[config.mk]
export PLATFORM = sky130hd
export DESIGN_NAME = int_arbiter_flat
export DESIGN_NICKNAME = d
export VERILOG_FILES = /design/src/rtl/int_arbiter_if.sv /design/src/rtl/int_arbiter.sv /design/src/flat_wrapper.sv
export SDC_FILE = /design/constraint.sdc
export NUM_CORES = 1
export LEC_CHECK = 0
export ABC_AREA = 1
export CELL_PAD_IN_SITES_DETAIL_PLACEMENT = 0
export CELL_PAD_IN_SITES_GLOBAL_PLACEMENT = 1
export CORE_MARGIN = 10
export CORE_UTILIZATION = 28
export DETAILED_ROUTE_END_ITERATION = 10
export PLACE_DENSITY = 0.82
export SETUP_SLACK_MARGIN = 0.02
export SKIP_CTS_REPAIR_TIMING = 1
export SYNTH_ARGS = -nofsm -noshare
export SYNTH_HDL_FRONTEND = slang
export SYNTH_SLANG_ARGS = --single-unit
[constraint.sdc]
create_clock -name CLK -period 2.9 [get_ports CLK]
set_clock_uncertainty 0.1 [all_clocks]
set_input_delay 0.725 -clock CLK [delete_from_list [all_inputs] [get_ports CLK]]
set_output_delay 0.725 -clock CLK [all_outputs]
set_load 0.02 [all_outputs]
[src/rtl/int_arbiter_if.sv]
// int_arbiter_if: request/ack/level bundle between the interrupt arbiter and the 8051 core side
interface int_arbiter_if;
   logic [4:0]  SRC_REQ;
   logic [7:0]  IE;
   logic [4:0]  IP;
   logic [1:0]  IT;
   logic        INST_BOUNDARY;
   logic        INT_ACK;
   logic        RETI_EXEC;
   logic        INT_REQ;
   logic [15:0] INT_VECTOR;
   logic [1:0]  INT_LEVEL;
   logic [4:0]  INT_SRC_CLR;
   modport master (
      output SRC_REQ, IE, IP, IT, INST_BOUNDARY, INT_ACK, RETI_EXEC,
      input  INT_REQ, INT_VECTOR, INT_LEVEL, INT_SRC_CLR
   );
   modport slave (
      input  SRC_REQ, IE, IP, IT, INST_BOUNDARY, INT_ACK, RETI_EXEC,
      output INT_REQ, INT_VECTOR, INT_LEVEL, INT_SRC_CLR
   );
endinterface

[src/rtl/int_arbiter.sv]
// int_arbiter: 8051 interrupt priority resolver with frozen vector request and in-service level tracking
module int_arbiter (
   input logic          CLK,
   input logic          RST,
   int_arbiter_if.slave bus
);
   typedef enum logic {IDLE, REQ} state_t;
   state_t state, state_nx;
   logic [4:0] pend, hi, lo, cand, clr_mask, clr;
   logic [2:0] win_idx, gidx;
   logic [15:0] vector;
   logic high_act, low_act, block, glvl, win_hi, eligible, grant, ack, h_ret, l_ret;

   function automatic logic [2:0] first(input logic [4:0] v);
      return v[0] ? 3'd0 : v[1] ? 3'd1 : v[2] ? 3'd2 : v[3] ? 3'd3 : 3'd4;
   endfunction

   always_comb begin
      hi = pend & bus.IP;
      lo = pend & ~bus.IP;
      win_hi = |hi;
      cand = win_hi ? hi : lo;
      win_idx = first(cand);
      // a blocked winner stalls everything below it rather than passing the grant down
      eligible = (|cand) & ~high_act & (win_hi | ~low_act);
      grant = state == IDLE && bus.INST_BOUNDARY && !bus.RETI_EXEC && !block && eligible;
      ack = state == REQ && bus.INT_ACK;
      h_ret = bus.RETI_EXEC ? 1'b0 : high_act;
      l_ret = bus.RETI_EXEC && !high_act ? 1'b0 : low_act;
      clr_mask = (5'b00001 << gidx) & {1'b0, 1'b1, bus.IT[1], 1'b1, bus.IT[0]};
      state_nx = grant ? REQ : ack ? IDLE : state;
   end

   always_ff @(posedge CLK) begin
      if (RST) state <= IDLE;
      else state <= state_nx;
   end

   always_ff @(posedge CLK) begin
      if (RST) begin
         pend <= '0;
         high_act <= 1'b0;
         low_act <= 1'b0;
         block <= 1'b0;
         clr <= '0;
         vector <= '0;
         glvl <= 1'b0;
         gidx <= '0;
      end else begin
         pend <= bus.SRC_REQ & bus.IE[4:0] & {5{bus.IE[7]}};
         high_act <= h_ret | (ack & glvl);
         low_act <= l_ret | (ack & ~glvl);
         block <= bus.RETI_EXEC | (block & ~bus.INST_BOUNDARY);
         clr <= ack ? clr_mask : '0;
         if (grant) begin
            vector <= {10'd0, win_idx, 3'b011};
            glvl <= win_hi;
            gidx <= win_idx;
         end
      end
   end

   assign bus.INT_REQ = state == REQ;
   assign bus.INT_VECTOR = vector;
   assign bus.INT_LEVEL = {high_act, high_act | low_act};
   assign bus.INT_SRC_CLR = clr;
endmodule

[src/flat_wrapper.sv]
// flat-port wrapper written by rule: the top's interface ports become plain ports
module int_arbiter_flat 
  (CLK, RST, bus_SRC_REQ, bus_IE, bus_IP, bus_IT, bus_INST_BOUNDARY, bus_INT_ACK, bus_RETI_EXEC, bus_INT_REQ, bus_INT_VECTOR, bus_INT_LEVEL, bus_INT_SRC_CLR);
  int_arbiter_if bus_i ();
  input logic CLK;
  input logic RST;
  input wire logic [$bits(bus_i.SRC_REQ)-1:0] bus_SRC_REQ;
  input wire logic [$bits(bus_i.IE)-1:0] bus_IE;
  input wire logic [$bits(bus_i.IP)-1:0] bus_IP;
  input wire logic [$bits(bus_i.IT)-1:0] bus_IT;
  input wire logic [$bits(bus_i.INST_BOUNDARY)-1:0] bus_INST_BOUNDARY;
  input wire logic [$bits(bus_i.INT_ACK)-1:0] bus_INT_ACK;
  input wire logic [$bits(bus_i.RETI_EXEC)-1:0] bus_RETI_EXEC;
  output wire logic [$bits(bus_i.INT_REQ)-1:0] bus_INT_REQ;
  output wire logic [$bits(bus_i.INT_VECTOR)-1:0] bus_INT_VECTOR;
  output wire logic [$bits(bus_i.INT_LEVEL)-1:0] bus_INT_LEVEL;
  output wire logic [$bits(bus_i.INT_SRC_CLR)-1:0] bus_INT_SRC_CLR;
  assign bus_i.SRC_REQ = bus_SRC_REQ;
  assign bus_i.IE = bus_IE;
  assign bus_i.IP = bus_IP;
  assign bus_i.IT = bus_IT;
  assign bus_i.INST_BOUNDARY = bus_INST_BOUNDARY;
  assign bus_i.INT_ACK = bus_INT_ACK;
  assign bus_i.RETI_EXEC = bus_RETI_EXEC;
  assign bus_INT_REQ = bus_i.INT_REQ;
  assign bus_INT_VECTOR = bus_i.INT_VECTOR;
  assign bus_INT_LEVEL = bus_i.INT_LEVEL;
  assign bus_INT_SRC_CLR = bus_i.INT_SRC_CLR;
  int_arbiter u_core (.CLK(CLK), .RST(RST), .bus(bus_i));
endmodule
==> out/results.txt, run 1 <==
delay-heaviest family, CP: buffers and inverters
clk_lat worst skew: 0.29 ns
DRT Wirelength: 2.100 mm
die extent in y: 77.31 um
CP Cell Sequence: or2_2 > clkdlybuf4s50_1
post-synth cell types: 24
worst stage delay on the critical path: 0.54 ns
Synth Flop Type: dfxtp_1
Final HPWL DP: 1.888 mm
CP Capture Type: output pin
Max H-tree Level: 1
Die W: 77.31 um
Die Footprint: 5977 um2
initial antenna violation count: 0
Max Clock Freq: 436.8 MHz
Worst path slowest cell: clkdlybuf4s50_1
post-synthesis sequential element count: 18
post-route cell area: 1287 um2
vias in the first global route: 848
Synth Instances: 120
Std-Cell Rows: 20
IO Port Bufs: 34
Sink Count: 18
period utilization: 0.7894
reg-to-reg setup timing slack: 1.40 ns
RSZ-0062 raised after global routing: false
Initial Util: 0.2964
top area cells in the synthesized netlist: dfxtp_1 (39%), buf_4 (11%), nand2_1 (9.0%), nor2_1 (6.1%), nand3_1 (4.9%)
WS Path Type: flip-flop to output pin
Post-synth EDFFs: 0
Total GRT Usage: 0.07080
Synth Area per Inst: 7.664 um2
Final Max Tran Viols: 0
Fillers: 352
drt wl/cell: 10.55 um
Pwr per Cell Area: 391.1 nW/um2
status: complete, no violations
Tmin final: 2.289 ns
Overflow after GRT: 0
maximum vdd drop: 0.2473 mV
Hold WS: 0.4064 ns
Leak: 0.5511 nW
Warnings, synthesis: 0
critical path depth in cells: 2
vias per cell: 4.025
DRC: 0
DR iter-0 viols: 18
max_cap viols: 0
Min-Delay Path Depth: 2
first-pass GRT wire length: 3.594 mm
fin nets: 181
Synth Cell Area: 919.6 um2
Worst Reg-to-Reg Cells: 11
CP Data Required Time: 2.08 ns
top-count cell post-synth: nand2_1
Hold Fails Final Rpt: 0
Clock Path Buffers: 2
crit start category: flip-flop
clock-pin slew on the worst setup and hold paths: 0.10 ns
ANT cells: 0
final setup violating endpoints: 0
HP Class: flip-flop to flip-flop
gpl congestion: 0.7464
share of cells above drive strength 1: 0.1484
drt first pass iters: 4
async set or reset register ratio after synthesis: 0
largest net degree at the start of global routing: 11
top-level port count: 49
setup TNS: 0 ns
worst-path fanout max: 5
Detail Route Antenna Nets: 0
Root Buffer: clkbuf_4
WP buf/inv: 1
Core Box Area: 3103 um2
Area growth syn-to-layout: 40.00%
Post-synth top cells: nand2_1 (22), dfxtp_1 (18), nor2_1 (15)
CTS tree: built
Post-DP Area: 1251 um2
Worst EP arrival: 1.46 ns
leading area contributor after synthesis: dfxtp_1
Seq/Total Area, Yosys: 0.3918
vias: 801
TritonCTS buffer count: 3
total power: 0.0005035 W
Yosys top cell area share: 0.3918
[power breakdown]
| group | total (W) | internal (W) | switching, W | leakage, nW |
|---|---|---|---|---|
| clock network | 0.000149 | 0.0000764 | 0.0000724 | 0.0210 |
| logic | 0.0000966 | 0.0000458 | 0.0000508 | 0.384 |
| registers | 0.000258 | 0.000253 | 0.00000481 | 0.146 |
[stage by stage]
| stage | cells | setup WS (ns) | util |
|---|---|---|---|
| after floorplan | 131 | 1.136 | - |
| after global placement | 195 | 0.5593 | 0.4032 |
| after detailed placement | 195 | 0.5058 | 0.4032 |
| after CTS | 199 | 0.5859 | 0.4149 |
| after global routing | 199 | 0.5596 | 0.4149 |
| final | 199 | 0.6107 | 0.4149 |
[flip-flops by register name (all words and copies together), names as in the netlist]
name	flops
u_core.gidx	3
u_core.glvl	1
u_core.high_act	1
u_core.pend	5
u_core.bus.INT_SRC_CLR	4
u_core.bus.INT_REQ	1
u_core.low_act	1
u_core.bus.INT_VECTOR	1
u_core.block	1
[layout make-up]
type	count	area [um2]	area share
Clock buffer	4	36.28	0.02818
Inverter	11	41.29	0.03207
Multi-Input combinational cell	88	454.2	0.3528
Sequential cell	18	360.3	0.2799
Tap cell	44	55.05	0.04276
Timing Repair Buffer	34	340.3	0.2643
[layout by cell type (no fill, tap or decap)]
cell and n:
nand3_4 1, clkbuf_4 3, o21ai_1 2, nand2_2 5, nor2_1 15, nand2_4 2, a32o_1 1, nor2_2 1
nor3_1 3, clkbuf_8 1, nor3b_2 1, or2_1 1, nor4_1 2, o21ai_0 2, nand3_1 9, or2_2 1
clkdlybuf4s50_1 34, inv_2 4, a21oi_1 2, conb_1 12, nor2_4 3, dfxtp_1 18, nand2_1 22, inv_1 7
o22ai_1 2, a21oi_2 1
[final timing paths]
| kind | start | endpoint |
|---|---|---|
| worst max-delay path | u_core.high_act | bus_INT_LEVEL[0] |
| worst min-delay path | u_core.gidx[1] | u_core.bus.INT_SRC_CLR[3] |
| worst max register to register | u_core.pend[0] | u_core.glvl |
| worst min register to register | u_core.gidx[1] | u_core.bus.INT_SRC_CLR[3] |
[metal layers]
metal,wire length [um],share of wire,vias up,global-route usage
li1,-,-,432,-
met2,995,0.47,31,0.1187
met4,8,0.0038,0,0.01095
met5,0,0,-,0
met1,867,0.41,336,0.07261
met3,228,0.11,2,0.04895
[worst register-to-register path, cell delays in order, from the launching register on]
cell and delay [ns]:
dfxtp_1 0.34, nand2_1 0.09, nand2_2 0.12, nor2_4 0.05, nand3_1 0.06, nand2_1 0.10, nor2_4 0.17, nand3_4 0.10
nand2_4 0.09, inv_2 0.05, nor2_1 0.09, nor2_1 0.04
[logic make-up (layout without fill, tap and decap cells)]
| kind of cell | count (synthesis) | in the layout | share of synthesized area |
|---|---|---|---|
| AO/OA/AOI/OAI | 10 | 10 | 0.06667 |
| buffers and inverters | 25 | 49 | 0.1592 |
| flip-flops | 18 | 18 | 0.3918 |
| other | 1 | 12 | 0.004078 |
| AND/OR/NAND/NOR | 66 | 66 | 0.3782 |
(Power assumes the default switching activity.)
==> inputs of run 2 (changes only) <==
--- a/config.mk
+++ b/config.mk
@@ -9,9 +9,9 @@
 export CELL_PAD_IN_SITES_DETAIL_PLACEMENT = 0
 export CELL_PAD_IN_SITES_GLOBAL_PLACEMENT = 1
 export CORE_MARGIN = 10
-export CORE_UTILIZATION = 28
+export CORE_UTILIZATION = 26
 export DETAILED_ROUTE_END_ITERATION = 10
-export PLACE_DENSITY = 0.82
+export PLACE_DENSITY = 0.77
 export SETUP_SLACK_MARGIN = 0.02
 export SKIP_CTS_REPAIR_TIMING = 1
 export SYNTH_ARGS = -nofsm -noshare
==> constraint.sdc (replaced) <==
create_clock -name CLK -period 2.3 [get_ports CLK]
set_clock_uncertainty 0.1 [all_clocks]
set_input_delay 0.575 -clock CLK [delete_from_list [all_inputs] [get_ports CLK]]
set_output_delay 0.575 -clock CLK [all_outputs]
set_load 0.02 [all_outputs]
==> out/results.txt, run 2 (synthesized netlist as in run 1, its figures left out) <==
clk_lat worst skew: 0.29 ns (about the same)
Worst R2R Start: u_core.pend[2] (was u_core.pend[0])
Core Box Area: 3390 um2 (was 3103 um2)
commonest non-fill, non-tap cell in the layout: clkdlybuf4s50_1 (unchanged)
Max H-tree Level: 1 (unchanged)
reg-to-reg setup timing slack: 0.80 ns (was 1.40 ns)
DRT Wirelength: 2.247 mm (was 2.100 mm)
final setup violating endpoints: 0 (unchanged)
Total GRT Usage: 0.06813 (was 0.07080)
drt first pass iters: 4 (unchanged)
post-route cell area: 1290 um2 (was 1287 um2)
Setup crit start: u_core.high_act (unchanged)
Overflow after GRT: 0 (unchanged)
Hold Fails Final Rpt: 0 (unchanged)
Final Max Tran Viols: 0 (unchanged)
CTS tree: built (unchanged)
Die W: 79.48 um (was 77.31 um)
HP Class: flip-flop to flip-flop (unchanged)
clock-pin slew on the worst setup and hold paths: 0.10 ns (about the same)
setup TNS: 0 ns (unchanged)
max reg flops: 5 (unchanged)
worst-path fanout max: 5 (unchanged)
Worst path slowest cell: clkdlybuf4s50_1 (unchanged)
WP buf/inv: 1 (unchanged)
Tmin final: 2.164 ns
share of cells above drive strength 1: 0.1484 (unchanged)
DR iter-0 viols: 47 (was 18)
DRC: 0 (unchanged)
Post-DP Area: 1254 um2 (was 1251 um2)
RSZ-0062 raised after global routing: false (unchanged)
crit start category: flip-flop (unchanged)
CP Cell Sequence: or2_2 > clkdlybuf4s50_1 (unchanged)
fin nets: 181 (unchanged)
maximum vdd drop: 0.1898 mV (was 0.2473 mV)
Root Buffer: clkbuf_4 (unchanged)
TritonCTS buffer count: 3 (unchanged)
WS Path Type: flip-flop to output pin (unchanged)
die extent in y: 79.48 um (was 77.31 um)
Sink Count: 18 (unchanged)
Final HPWL DP: 1.969 mm (was 1.888 mm)
vias per cell: 4.045 (was 4.025)
period utilization: 0.9410
IO Port Bufs: 34 (unchanged)
first-pass GRT wire length: 3.601 mm (was 3.594 mm)
CP Capture Type: output pin (unchanged)
vias: 813 (was 801)
Pwr per Cell Area: 491.8 nW/um2 (was 391.1 nW/um2)
Detail Route Antenna Nets: 0 (unchanged)
gpl congestion: 0.7961 (was 0.7464)
Area growth syn-to-layout: 40.27% (was 40.00%)
delay-heaviest family, CP: buffers and inverters (unchanged)
most flop-heavy register: u_core.pend (unchanged)
Clock Path Buffers: 2 (unchanged)
Leak: 0.5511 nW (unchanged)
Hold Startpoint: u_core.glvl (was u_core.gidx[1])
ANT cells: 0 (unchanged)
status: complete, no violations (unchanged)
initial antenna violation count: 0 (unchanged)
largest net degree at the start of global routing: 11 (unchanged)
Initial Util: 0.2713 (was 0.2964)
Std-Cell Rows: 21 (was 20)
Fillers: 360 (was 352)
Die Footprint: 6316 um2 (was 5977 um2)
worst stage delay on the critical path: 0.55 ns (was 0.54 ns)
drt wl/cell: 11.18 um (was 10.55 um)
Max Clock Freq: 462.0 MHz
Worst EP arrival: 1.49 ns (was 1.46 ns)
vias in the first global route: 793 (was 848)
most frequent cells in the layout: clkdlybuf4s50_1 (34), nand2_1 (22), dfxtp_1 (18), nor2_1 (15), conb_1 (12) (unchanged)
CP Data Required Time: 1.62 ns (was 2.08 ns)
top-level port count: 49 (unchanged)
max_cap viols: 0 (unchanged)
## run 2: cell counts in the layout (fill, tap and decap cells not counted)
No cell type changed its count.
## run 2: cell type report
| type | count | area (um2) | share of cell area |
|---|---|---|---|
| clock buffer | 4 | 36.28 | 0.02813 |
| multi-input combinational | 88 | 454.2 | 0.3521 |
| sequential | 18 | 360.3 | 0.2793 |
| tap | 46 | 57.56 | 0.04462 |
| timing repair buffer | 34 | 340.3 | 0.2638 |
| inverter | 11 | 41.29 | 0.03201 |
## run 2: final timing paths
kind	endpoint	cells after the start
worst min-delay path	u_core.low_act	1
worst max register to register	u_core.bus.INT_VECTOR[1]	10
worst max-delay path	bus_INT_LEVEL[0]	2
worst min register to register	u_core.low_act	1
## run 2: routing by layer
layer | share of wire | global-route usage | wire length (um) | vias to the layer above
met5 | 0 | 0 | 0 | -
met4 | 0 | 0.01613 | 0 | 0
met3 | 0.11 | 0.03041 | 242 | 0
met2 | 0.46 | 0.1108 | 1041 | 36
met1 | 0.43 | 0.07964 | 963 | 350
li1 | - | - | - | 427
## run 2: through the flow
| step | hold slack (ns) | power [W] | util | setup WS (ns) | cells |
|---|---|---|---|---|---|
| after floorplan | 0.3544 | 0.0004141 | - | 0.6856 | 131 |
| after global placement | 0.3812 | 0.0004531 | 0.3699 | 0.08876 | 197 |
| after detailed placement | 0.3964 | 0.0004550 | 0.3699 | 0.05805 | 197 |
| after CTS | 0.3993 | 0.0006458 | 0.3806 | 0.1125 | 201 |
| after global routing | 0.4191 | 0.0006782 | 0.3806 | 0.04772 | 201 |
| final | 0.4102 | 0.0006344 | 0.3806 | 0.1357 | 201 |
## run 2: where the power goes
part | internal [W] | switching [W]
Sequential | 0.000319 | 0.00000657
Clock | 0.0000963 | 0.0000899
Combinational | 0.0000577 | 0.0000645
Total | 0.000473 | 0.000161
